[src/rtl/knn_local_buf_ctrl.sv]
// Local buffer controller: fills a 1R1W memory from a stream, then drains it in order
// through a small output FIFO sized so that no returning read word is ever dropped.
module knn_local_buf_ctrl #(
  parameter int DataWidth    = 256,
  parameter int AddressWidth = 11,
  parameter int AddressRange = 2048,
  parameter int ReadLatency  = 2
) (
  input  logic                    clk,
  input  logic                    reset,
  input  logic                    start,
  input  logic [AddressWidth:0]   len,
  input  logic                    in_valid,
  output logic                    in_ready,
  input  logic [DataWidth-1:0]    in_data,
  output logic                    out_valid,
  input  logic                    out_ready,
  output logic [DataWidth-1:0]    out_data,
  output logic                    busy,
  output logic                    done,
  output logic [AddressWidth-1:0] address0,
  output logic                    ce0,
  output logic                    we0,
  output logic [DataWidth-1:0]    d0,
  input  logic [DataWidth-1:0]    q0
);

  localparam int LenWidth  = AddressWidth + 1;
  localparam int FifoDepth = ReadLatency + 2;
  localparam int PtrWidth  = $clog2(FifoDepth);
  localparam int CntWidth  = $clog2(2 * FifoDepth + 1);
  localparam logic [LenWidth-1:0] RangeL  = LenWidth'(AddressRange);
  localparam logic [LenWidth-1:0] OneL    = {{(LenWidth-1){1'b0}}, 1'b1};
  localparam logic [CntWidth-1:0] OneC    = {{(CntWidth-1){1'b0}}, 1'b1};
  localparam logic [CntWidth-1:0] DepthC  = CntWidth'(FifoDepth);
  localparam logic [PtrWidth-1:0] PtrLast = PtrWidth'(FifoDepth - 1);
  localparam logic [PtrWidth-1:0] PtrOne  = PtrWidth'(1);

  typedef enum logic [1:0] {
    IDLE  = 2'd0,
    FILL  = 2'd1,
    DRAIN = 2'd2,
    FLUSH = 2'd3
  } state_t;

  state_t                 state_r, state_s;
  logic [LenWidth-1:0]    len_clip_s, last_r, wr_cnt_r, rd_cnt_r, pop_cnt_r;
  logic [ReadLatency:0]   pipe_r;
  logic [DataWidth-1:0]   fifo_mem_r [FifoDepth];
  logic [PtrWidth-1:0]    wptr_r, rptr_r;
  logic [CntWidth-1:0]    occ_r, inflight_s;
  logic                   accept_s, issue_s, push_s, pop_s, done_s, credit_s;
  logic                   ce0_r, we0_r, in_ready_r, busy_r, done_r;
  logic [AddressWidth-1:0] address0_r;
  logic [DataWidth-1:0]   d0_r;

  assign len_clip_s = (len > RangeL) ? RangeL : len;
  assign push_s     = pipe_r[ReadLatency];
  assign out_valid  = (occ_r != {CntWidth{1'b0}});
  assign out_data   = fifo_mem_r[rptr_r];
  assign pop_s      = out_valid & out_ready;
  // A pop this cycle frees a slot before the new read could ever land, so it is credited.
  assign credit_s   = ((occ_r + inflight_s - (pop_s ? OneC : {CntWidth{1'b0}})) < DepthC);

  assign in_ready = in_ready_r;
  assign busy     = busy_r;
  assign done     = done_r;
  assign address0 = address0_r;
  assign ce0      = ce0_r;
  assign we0      = we0_r;
  assign d0       = d0_r;

  // Count reads issued whose data has not yet been pushed into the FIFO.
  always_comb begin
    inflight_s = {CntWidth{1'b0}};
    for (int i = 0; i <= ReadLatency; i++) begin
      inflight_s = inflight_s + CntWidth'(pipe_r[i]);
    end
  end

  // Next-state and per-cycle action decode.
  always_comb begin
    state_s  = state_r;
    accept_s = 1'b0;
    issue_s  = 1'b0;
    done_s   = 1'b0;
    case (state_r)
      IDLE: begin
        if (start) begin
          if (len_clip_s != {LenWidth{1'b0}}) begin
            state_s = FILL;
          end else begin
            state_s = IDLE;
            done_s  = 1'b1;
          end
        end else begin
          state_s = IDLE;
        end
      end
      FILL: begin
        if (in_valid && in_ready_r) begin
          accept_s = 1'b1;
          if (wr_cnt_r == last_r) begin
            state_s = DRAIN;
          end else begin
            state_s = FILL;
          end
        end else begin
          state_s = FILL;
        end
      end
      DRAIN: begin
        if (credit_s) begin
          issue_s = 1'b1;
          if (rd_cnt_r == last_r) begin
            state_s = FLUSH;
          end else begin
            state_s = DRAIN;
          end
        end else begin
          state_s = DRAIN;
        end
      end
      FLUSH: begin
        if (pop_s && (pop_cnt_r == last_r)) begin
          state_s = IDLE;
          done_s  = 1'b1;
        end else begin
          state_s = FLUSH;
        end
      end
      default: begin
        state_s = IDLE;
      end
    endcase
  end

  // State, job counters, memory-port drive and status outputs.
  always_ff @(posedge clk) begin
    if (reset) begin
      state_r    <= IDLE;
      last_r     <= {LenWidth{1'b0}};
      wr_cnt_r   <= {LenWidth{1'b0}};
      rd_cnt_r   <= {LenWidth{1'b0}};
      pop_cnt_r  <= {LenWidth{1'b0}};
      ce0_r      <= 1'b0;
      we0_r      <= 1'b0;
      address0_r <= {AddressWidth{1'b0}};
      d0_r       <= {DataWidth{1'b0}};
      in_ready_r <= 1'b0;
      busy_r     <= 1'b0;
      done_r     <= 1'b0;
    end else begin
      state_r    <= state_s;
      in_ready_r <= (state_s == FILL);
      busy_r     <= (state_s != IDLE);
      done_r     <= done_s;
      if (accept_s) begin
        ce0_r      <= 1'b1;
        we0_r      <= 1'b1;
        address0_r <= wr_cnt_r[AddressWidth-1:0];
        d0_r       <= in_data;
      end else if (issue_s) begin
        ce0_r      <= 1'b1;
        we0_r      <= 1'b0;
        address0_r <= rd_cnt_r[AddressWidth-1:0];
      end else begin
        ce0_r <= 1'b0;
        we0_r <= 1'b0;
      end
      if ((state_r == IDLE) && start) begin
        last_r    <= len_clip_s - OneL;
        wr_cnt_r  <= {LenWidth{1'b0}};
        rd_cnt_r  <= {LenWidth{1'b0}};
        pop_cnt_r <= {LenWidth{1'b0}};
      end else begin
        if (accept_s) wr_cnt_r  <= wr_cnt_r + OneL;
        if (issue_s)  rd_cnt_r  <= rd_cnt_r + OneL;
        if (pop_s)    pop_cnt_r <= pop_cnt_r + OneL;
      end
    end
  end

  // Read-return tracking and FIFO pointers; reset discards anything still in flight.
  always_ff @(posedge clk) begin
    if (reset) begin
      pipe_r <= {(ReadLatency+1){1'b0}};
      wptr_r <= {PtrWidth{1'b0}};
      rptr_r <= {PtrWidth{1'b0}};
      occ_r  <= {CntWidth{1'b0}};
    end else begin
      pipe_r[0] <= issue_s;
      for (int i = 1; i <= ReadLatency; i++) begin
        pipe_r[i] <= pipe_r[i-1];
      end
      if (push_s) wptr_r <= (wptr_r == PtrLast) ? {PtrWidth{1'b0}} : wptr_r + PtrOne;
      if (pop_s)  rptr_r <= (rptr_r == PtrLast) ? {PtrWidth{1'b0}} : rptr_r + PtrOne;
      case ({push_s, pop_s})
        2'b10:   occ_r <= occ_r + OneC;
        2'b01:   occ_r <= occ_r - OneC;
        default: occ_r <= occ_r;
      endcase
    end
  end

  // FIFO storage captures the returned memory word.
  always_ff @(posedge clk) begin
    if (push_s) fifo_mem_r[wptr_r] <= q0;
  end

endmodule

[config.mk]
export PLATFORM = sky130hd
export DESIGN_NAME = knn_local_buf_ctrl
export DESIGN_NICKNAME = d
export VERILOG_FILES = /design/src/rtl/knn_local_buf_ctrl.sv
export SDC_FILE = /design/constraint.sdc
export NUM_CORES = 1
export LEC_CHECK = 0
export CAP_MARGIN = 10
export CELL_PAD_IN_SITES_DETAIL_PLACEMENT = 0
export CELL_PAD_IN_SITES_GLOBAL_PLACEMENT = 1
export CORE_AREA = 3 3 413 415
export DETAILED_ROUTE_END_ITERATION = 6
export DIE_AREA = 0 0 416 418
export PLACE_DENSITY = 0.66
export SLEW_MARGIN = 20
export SYNTH_ARGS = -nofsm -noshare
export SYNTH_HDL_FRONTEND = slang
export SYNTH_SLANG_ARGS = --single-unit
[constraint.sdc]
create_clock -name clk -period 20.9 [get_ports clk]
set_input_delay 3.135 -clock clk [delete_from_list [all_inputs] [get_ports clk]]
set_output_delay 3.135 -clock clk [all_outputs]
set_load 0.03 [all_outputs]
==> flow_summary.toml, run 1 <==
[place]
place_congestion = 0.781
hpwl_microns = 94800
place_ws_ns = 13.83
portBuffers = 1057
placed_area_sq_um = 62600

[cts]
cts_tree = "done"
hold_buffers = 0
clock_sinks = 1359
numCtsBuffers = 151
cts.path.max_buffers = 3
cts_max_level = 4
clk_latency_ns = 0.81
postCtsSetupRepairBufs = 0
cts_resized = 0
cts-root-buf = "clkbuf_16"
clk_pin_slew_worst_paths_ns = 0.06

[grt]
grt_max_degree = 182
grt_pass1_vias = 29700
antenna_found_initial = 34
grt.total_usage_pct = 15.9
grt.overflow.total = 0
grt_pass1_wl_microns = 205000

[power_and_ir_drop]
irDropWorstVdd_uv = 81.6
clkPwrFrac_pct = 44.8
pwr-share-comb_pct = 3.8
p_leak_nw = 21.2
seq_power_share_pct = 51.4
powerDensity_nw_per_um2 = 84.2
power_switching_w = 0.00120
p_int_w = 0.00448
power_w = 0.00568
switching_share_pct = 21.1

[setup_path]
worstPathArrival_ns = 4.09
endpoint_kind = "primary output"
reg2reg_slack_ns = 16.77
critPathMaxStageDelay_ns = 0.83
crit_required_ns = 17.77
worstSetupStartpointType = "flip-flop"
r2r_end = "d0[182]"
r2r_cells = 8
crit_family = "buffers and inverters"
regToRegStartpoint = "state_r[1]"
crit_path_max_fanout = 56
cp_num_buf_inv = 3
path_cells = "buf_4, buf_4, mux4_2, clkdlybuf4s50_1"
crit_path_frequent_cell = "buf_4"
critPathKind = "reg2out"
cp_slowest_cell = "buf_4"

[yosys]
netlist_area_sq_um = 49600
yosys.cell_types.count = 49
synthesis.nets = 3480
synth_cells = 2926
avgSynthCellArea_sq_um = 17.0
yosys_warnings = 0
ys_seq_area_share_pct = 75.5
ys.flop_type = "edfxtp_1"
async_flop_share_pct = 0
synth_seq_cells = 1359
synth-edff-count = 1024

[min_path]
holdPathEnd = "d0[121]"
holdCritPathClass = "reg2reg"
hold_path_depth = 2
min_from = "d0[121]"

[drt]
ant_nets = 0
post-route-drc-count = 0
avgViaCountPerCell = 4.58
wl_per_cell_microns = 22.3
dr.pass1.iters = 5
via_count = 29100
routed_wl_microns = 142000
first_iter_violations = 1854

[sta]
tns_ns = 0
slew_viol_final = 0
finalSetupViolCount = 0
fmax_mhz = 138
relSlewSlack_pct = 30.2
rsz0062_at_grt = "false"
fin_skew_ns = 0.0570
worstMarginPinSlew_ns = 1.05
min_period_ns = 7.23
setup_ws_ns = 13.67
hold_viol_final = 0
period_share_pct = 34.6

[die]
io_pins = 1058
rows = 150
core_area_sq_um = 167000
die_y_microns = 418
design.die.area_sq_um = 174000
die_w_microns = 416
start_util_pct = 29.7

[finish]
utilization_pct = 40.4
area_growth_pct = 36.0
final_cell_area_sq_um = 67500
nNetsFinal = 4553
drive_gt1_share_pct = 12.1

[flow_run]
drv_cap = 0

[outcome]
status = "complete, no violations"
==> power by group through the flow <==
stage	registers (W)	clock network [W]	logic [W]
finish	0.00292	0.00255	0.000217
global route	0.00292	0.00274	0.000233
CTS	0.00292	0.00263	0.000218
detailed placement	0.00298	0	0.000217
global placement	0.00298	0	0.000214
floorplan	0.00299	0	0.0000412
==> worst min-delay path: cells and delay by family (launching register included) <==
| family | cells | cell delay, ns |
|---|---|---|
| flip-flops | 1 | 0.30 |
| AND/OR/NAND/NOR | 1 | 0.05 |
| AO/OA/AOI/OAI | 1 | 0.05 |
==> how the worst max path moves through the flow <==
stage	end	cells after the start	startpoint	slack, ns
after global routing	out_data[129]	4	flip-flop	13.46
after detailed placement	d0[202]	7	in_valid	13.83
after CTS	out_data[139]	4	flip-flop	13.24
after floorplan	fifo_mem_r[0][0]	3	wptr_r[0]	13.91
final	out_data[129]	4	flip-flop	13.67
after global placement	d0[192]	7	in_valid	13.84
==> cells in the final DEF, fill, tap and decap left out, types with 8 or more instances in the layout <==
| cell type | synthesis | routed |
|---|---|---|
| clkbuf_16 | 0 | 153 |
| xnor2_1 | 25 | 25 |
| buf_4 | 1 | 21 |
| a21oi_1 | 272 | 272 |
| edfxtp_1 | 1024 | 1024 |
| nor2_1 | 71 | 71 |
| o21ai_0 | 8 | 8 |
| clkinv_2 | 0 | 12 |
| clkbuf_1 | 121 | 49 |
| nand2_1 | 535 | 535 |
| mux4_2 | 256 | 256 |
| nand4_1 | 16 | 16 |
| diode_2 | 0 | 25 |
| mux2i_1 | 16 | 16 |
| nand3_1 | 11 | 10 |
| inv_1 | 16 | 16 |
| a211oi_1 | 14 | 14 |
| ha_1 | 23 | 23 |
| nor2b_1 | 10 | 10 |
| xor2_1 | 50 | 50 |
| dfxtp_1 | 335 | 333 |
| and3_1 | 11 | 10 |
| nor4_1 | 10 | 10 |
| clkdlybuf4s50_1 | 0 | 1056 |
| nor3_1 | 15 | 15 |
| clkinv_1 | 0 | 27 |
==> registers in the layout (all words and copies together) (netlist names), 3 cells and up, named ones only <==
name,cells
last_r,12
rd_cnt_r,12
wr_cnt_r,12
fifo_mem_r,1024
d0,256
pipe_r,3
pop_cnt_r,12
occ_r,4
address0,11
==> cells in the mapped netlist, types with 2 or more instances <==
| cell type | n | area (sq um) |
|---|---|---|
| a211oi_1 | 14 | 105 |
| a21oi_1 | 272 | 1360 |
| a311oi_1 | 2 | 17.5 |
| a41oi_1 | 2 | 17.5 |
| and2_1 | 8 | 50.1 |
| and3_1 | 11 | 68.8 |
| buf_1 | 17 | 63.8 |
| buf_2 | 25 | 125 |
| clkbuf_1 | 121 | 454 |
| dfxtp_1 | 335 | 6710 |
| edfxtp_1 | 1024 | 30700 |
| fa_1 | 2 | 40.0 |
| ha_1 | 23 | 288 |
| inv_1 | 16 | 60.1 |
| mux2i_1 | 16 | 160 |
| mux4_2 | 256 | 5770 |
| nand2_1 | 535 | 2010 |
| nand2b_1 | 3 | 18.8 |
| nand3_1 | 11 | 55.1 |
| nand4_1 | 16 | 100 |
| nor2_1 | 71 | 267 |
| nor2b_1 | 10 | 62.6 |
| nor3_1 | 15 | 75.1 |
| nor4_1 | 10 | 62.6 |
| o21a_1 | 2 | 15.0 |
| o21ai_0 | 8 | 40.0 |
| or3_1 | 6 | 37.5 |
| xnor2_1 | 25 | 219 |
| xor2_1 | 50 | 438 |
==> per-stage QoR <==
| stage | hold slack, ns | instances |
|---|---|---|
| final | 0.451 | 6347 |
| after global routing | 0.466 | 6342 |
| after CTS | 0.454 | 6322 |
| after detailed placement | 0.446 | 6050 |
| after global placement | 0.442 | 6050 |
| after floorplan | 0.454 | 2926 |
==> cell type report <==
cell class / count / area (sq um)
Fill cell: 15400 / 99600
Sequential cell: 1359 / 37500
Multi-Input combinational cell: 1385 / 11500
Timing Repair Buffer: 1085 / 10900
Clock buffer: 207 / 4080
Tap cell: 2204 / 2760
Clock inverter: 65 / 688
Inverter: 17 / 63.8
Antenna cell: 25 / 62.6
==> cells by family (layout without fill, tap and decap cells) <==
logic type	after synthesis	after routing	synth area share [%]
simple gates	706	706	5.83
flops	1359	1359	75.5
buf+inv	182	1374	1.46
fa+ha+maj	25	25	0.661
xor+xnor	75	75	1.32
compound gates	307	307	3.29
mux	272	272	11.9
other cells	0	25	0
==> metal layers <==
metal  part of all wire [%]  track usage (%)  vias to the layer above
met4                    3.3             6.71                        6
met5                  0.029                0                        -
met1                     38             18.1                    14700
met3                    7.4             5.39                      213
li1                       -                -                    13300
met2                     52             27.3                      931
Power figures use the tool's default switching activity.
==> run 2: changes to the inputs <==
- CORE_AREA: 3 3 413 415 -> 3 3 411 413
- DIE_AREA: 0 0 416 418 -> 0 0 414 416
- PLACE_DENSITY: 0.66 -> 0.69
- clock period: 20.9 -> 6.2 ns (I/O delays scaled with it)
==> flow_summary.toml, run 2 (synthesized netlist as in run 1, its figures left out) <==
[outcome]
status = "complete, no violations"

[cts]
cts_max_level = 4
clk_latency_ns = 0.81
postCtsSetupRepairBufs = 0
numCtsBuffers = 148
cts.path.max_buffers = 3
clk_pin_slew_worst_paths_ns = 0.06
cts-root-buf = "clkbuf_16"
clock_sinks = 1359
hold_buffers = 0
cts_resized = 0
cts_tree = "done"

[setup_path]
crit_family = "buffers and inverters"
cp_slowest_cell = "dfxtp_4"
reg2reg_slack_ns = 2.30
crit_required_ns = 5.27
critPathKind = "reg2out"
path_cells = "buf_12, mux4_2, clkdlybuf4s50_1"
endpoint_kind = "primary output"
cp_num_buf_inv = 2
worstSetupStartpointType = "flip-flop"
critPathMaxStageDelay_ns = 0.81
worstPathArrival_ns = 3.45
crit_path_max_fanout = 60

[finish]
final_common_cell = "clkdlybuf4s50_1"
nFillCells = 15100
final_cell_area_sq_um = 67700
regMostFlops = "fifo_mem_r"
drive_gt1_share_pct = 12.5
area_growth_pct = 36.5
layout.cells.non_filler = 6325
nNetsFinal = 4550
utilization_pct = 41.0
layout_common_cells = "clkdlybuf4s50_1, edfxtp_1, nand2_1"
largest_reg_flops = 1024

[place]
place_congestion = 0.793
portBuffers = 1057
placed_area_sq_um = 62700
hpwl_microns = 100000
dp_cells = 6035

[die]
rows = 149
die_w_microns = 414
die_y_microns = 416
core_area_sq_um = 165000
io_pins = 1058
design.die.area_sq_um = 172000
start_util_pct = 30.0

[power_and_ir_drop]
powerDensity_nw_per_um2 = 287
p_leak_nw = 21.3
irDropWorstVdd_uv = 271

[flow_run]
drv_cap = 0

[sta]
period_share_pct = 70.6
finalSetupViolCount = 0
fin_skew_ns = 0.0484
tns_ns = 0
relSlewSlack_pct = 26.0
slew_viol_final = 0
hold_viol_final = 0
fmax_mhz = 228
min_period_ns = 4.38
rsz0062_at_grt = "false"
worstMarginPinSlew_ns = 1.11
whs_ns = 0.452

[drt]
dr.pass1.iters = 5
avgViaCountPerCell = 4.65
via_count = 29400
routed_wl_microns = 148000
post-route-drc-count = 0
wl_per_cell_microns = 23.4
first_iter_violations = 1804
ant_nets = 0

[grt]
grt.total_usage_pct = 16.8
grt_pass1_vias = 30100
grt_pass1_wl_microns = 212000
antenna_found_initial = 27
grt.overflow.total = 0
grt_max_degree = 179

[min_path]
holdCritPathClass = "reg2reg"
-- run 2: layout make-up --
| class | instances | area (sq um) | area share (%) |
|---|---|---|---|
| Clock inverter | 81 | 1040 | 1.54 |
| Sequential cell | 1359 | 37500 | 55.3 |
| Clock buffer | 190 | 3910 | 5.78 |
| Tap cell | 2189 | 2740 | 4.05 |
| Antenna cell | 19 | 47.5 | 0.0702 |
| Multi-Input combinational cell | 1385 | 11500 | 16.9 |
| Timing Repair Buffer | 1085 | 11000 | 16.2 |
| Inverter | 17 | 63.8 | 0.0942 |
-- run 2: worst paths after layout --
| kind | start | endpoint | cells after the start |
|---|---|---|---|
| min reg2reg | d0[170] | d0[170] | 2 |
| min | d0[170] | d0[170] | 2 |
| max | flip-flop | out_data[106] | 3 |
| max reg2reg | occ_r[2] | rd_cnt_r[10] | 14 |
-- run 2: routing by layer --
metal,vias up,track usage [%],share of wire [%]
met2,929,30.0,53
met4,4,6.33,3.4
li1,13200,-,-
met5,-,0,0.019
met1,15000,18.3,36
met3,202,5.69,7.7
-- run 2: power by group --
part | switching [W] | internal, W | leakage, nW
Sequential | 0.0000365 | 0.00981 | 11.9
Clock | 0.00375 | 0.00509 | 2.38
Combinational | 0.000341 | 0.000400 | 7.00
-- run 2: per-stage QoR --
step / total power (W) / setup slack (ns)
4_1_cts: 0.0197 / 1.55
5_1_grt: 0.0201 / 1.53
6_report: 0.0194 / 1.82
3_3_place_gp: 0.0108 / 1.85
3_5_place_dp: 0.0108 / 1.86
2_1_floorplan: 0.0102 / 2.07
-- run 2: tightest hold or removal path, delay by kind of cell (launching register included) --
family / cells / cell delay (ns)
flip-flops: 1 / 0.31
AND/OR/NAND/NOR: 1 / 0.05
AO/OA/AOI/OAI: 1 / 0.05
==> run 3: changes to the inputs <==
- CORE_AREA: 3 3 411 413 -> 3 3 415 417
- DIE_AREA: 0 0 414 416 -> 0 0 418 420
- PLACE_DENSITY: 0.69 -> 0.66
- clock period: 6.2 -> 4.1 ns (I/O delays scaled with it)
==> flow_summary.toml, run 3 (synthesized netlist as in run 1, its figures left out) <==
[power_and_ir_drop]
pwr-share-comb_pct = 3.9
switching_share_pct = 21.2
p_leak_nw = 21.4
power_switching_w = 0.00614
powerDensity_nw_per_um2 = 425
power_w = 0.0289
p_int_w = 0.0228
seq_power_share_pct = 51.5
irDropWorstVdd_uv = 411
clkPwrFrac_pct = 44.6

[die]
die_y_microns = 420
start_util_pct = 29.3
die_w_microns = 418
rows = 151
design.die.area_sq_um = 176000
io_pins = 1058
core_area_sq_um = 169000

[setup_path]
worstSetupStartpointType = "flip-flop"
endpoint_kind = "primary output"
r2r_end = "rd_cnt_r[8]"
reg2reg_slack_ns = 0.62
critPathKind = "reg2out"
crit_path_max_fanout = 26
regToRegStartpoint = "occ_r[2]"
r2r_cells = 15
cp-endpoint = "out_data[168]"
crit_required_ns = 3.48
worstPathArrival_ns = 3.14

[drt]
dr.pass1.iters = 5
routed_wl_microns = 153000
wl_per_cell_microns = 24.0
avgViaCountPerCell = 4.59
post-route-drc-count = 0
via_count = 29300
first_iter_violations = 1884
ant_nets = 0

[sta]
slew_viol_final = 0
whs_ns = 0.216
worstMarginPinSlew_ns = 0.841
relSlewSlack_pct = 44.0
min_period_ns = 3.75
hold_viol_final = 0
rsz0062_at_grt = "false"
period_share_pct = 91.5
setup_ws_ns = 0.348
tns_ns = 0
finalSetupViolCount = 0
fin_skew_ns = 0.0381
fmax_mhz = 267

[grt]
grt.overflow.total = 0
antenna_found_initial = 24
grt.total_usage_pct = 17.0
grt_max_degree = 99
grt_pass1_wl_microns = 216000
grt_pass1_vias = 30200

[place]
place_congestion = 0.994
hpwl_microns = 107000
portBuffers = 1057
place_ws_ns = 0.538

[finish]
nNetsFinal = 4589
area_growth_pct = 37.1
final_common_cell = "clkdlybuf4s50_1"
regMostFlops = "fifo_mem_r"
utilization_pct = 40.2
layout_common_cells = "clkdlybuf4s50_1, edfxtp_1, nand2_1"
largest_reg_flops = 1024
drive_gt1_share_pct = 13.1

[cts]
clock_sinks = 1359
clk_pin_slew_worst_paths_ns = 0.06
cts_max_level = 4
hold_buffers = 0
cts-root-buf = "clkbuf_16"
clk_latency_ns = 0.80
numCtsBuffers = 151
cts_tree = "done"
cts.path.max_buffers = 3
cts_resized = 0
postCtsSetupRepairBufs = 0

[min_path]
holdCritPathClass = "in2reg"

[flow_run]
drv_cap = 0

[outcome]
status = "complete, no violations"
-- run 3: power by group through the flow --
stage	clock network, W	registers [W]	logic, W
final	0.0129	0.0149	0.00114
after global placement	0	0.0152	0.00113
after detailed placement	0	0.0152	0.00115
after floorplan	0	0.0153	0.000210
after global routing	0.0139	0.0149	0.00122
after CTS	0.0133	0.0149	0.00115
-- run 3: per-layer routing --
layer	part of all wire, %	up-vias	routed length, microns	track usage (%)
met4	5.0	0	7690	9.18
met3	6.8	247	10400	5.02
met5	0	-	0	0
met1	36	14800	54600	18.2
met2	52	957	80200	29.9
li1	-	13300	-	-
-- run 3: worst min path at each step --
stage	start	to	slack [ns]	cells past startpoint
floorplan	rptr_r[1]	flip-flop	0.45	2
global placement	d0[2]	d0[2]	0.44	2
detailed placement	d0[147]	d0[147]	0.45	2
CTS	reset	d0[200]	0.15	2
global route	reset	d0[207]	0.17	2
finish	reset	d0[40]	0.22	2
-- run 3: through the flow --
stage | area [sq um] | std cells
6_report | 68000 | 6380
2_1_floorplan | 49600 | 2926
4_1_cts | 68000 | 6363
3_5_place_dp | 63200 | 6100
3_3_place_gp | 63200 | 6100
5_1_grt | 68000 | 6376
-- run 3: worst max-delay path, cell delays in order (launching register included) --
cell	delay [ns]
dfxtp_4	0.63
buf_12	0.22
buf_12	0.25
mux4_2	0.59
clkdlybuf4s50_1	0.63
-- run 3: final cells by class --
class,count,area (sq um)
Antenna cell,17,42.5
Clock inverter,61,638
Clock buffer,202,4100
Timing Repair Buffer,1121,11500
Tap cell,2218,2780
Sequential cell,1359,37500
Fill cell,15500,101000
Multi-Input combinational cell,1385,11500
Inverter,17,63.8
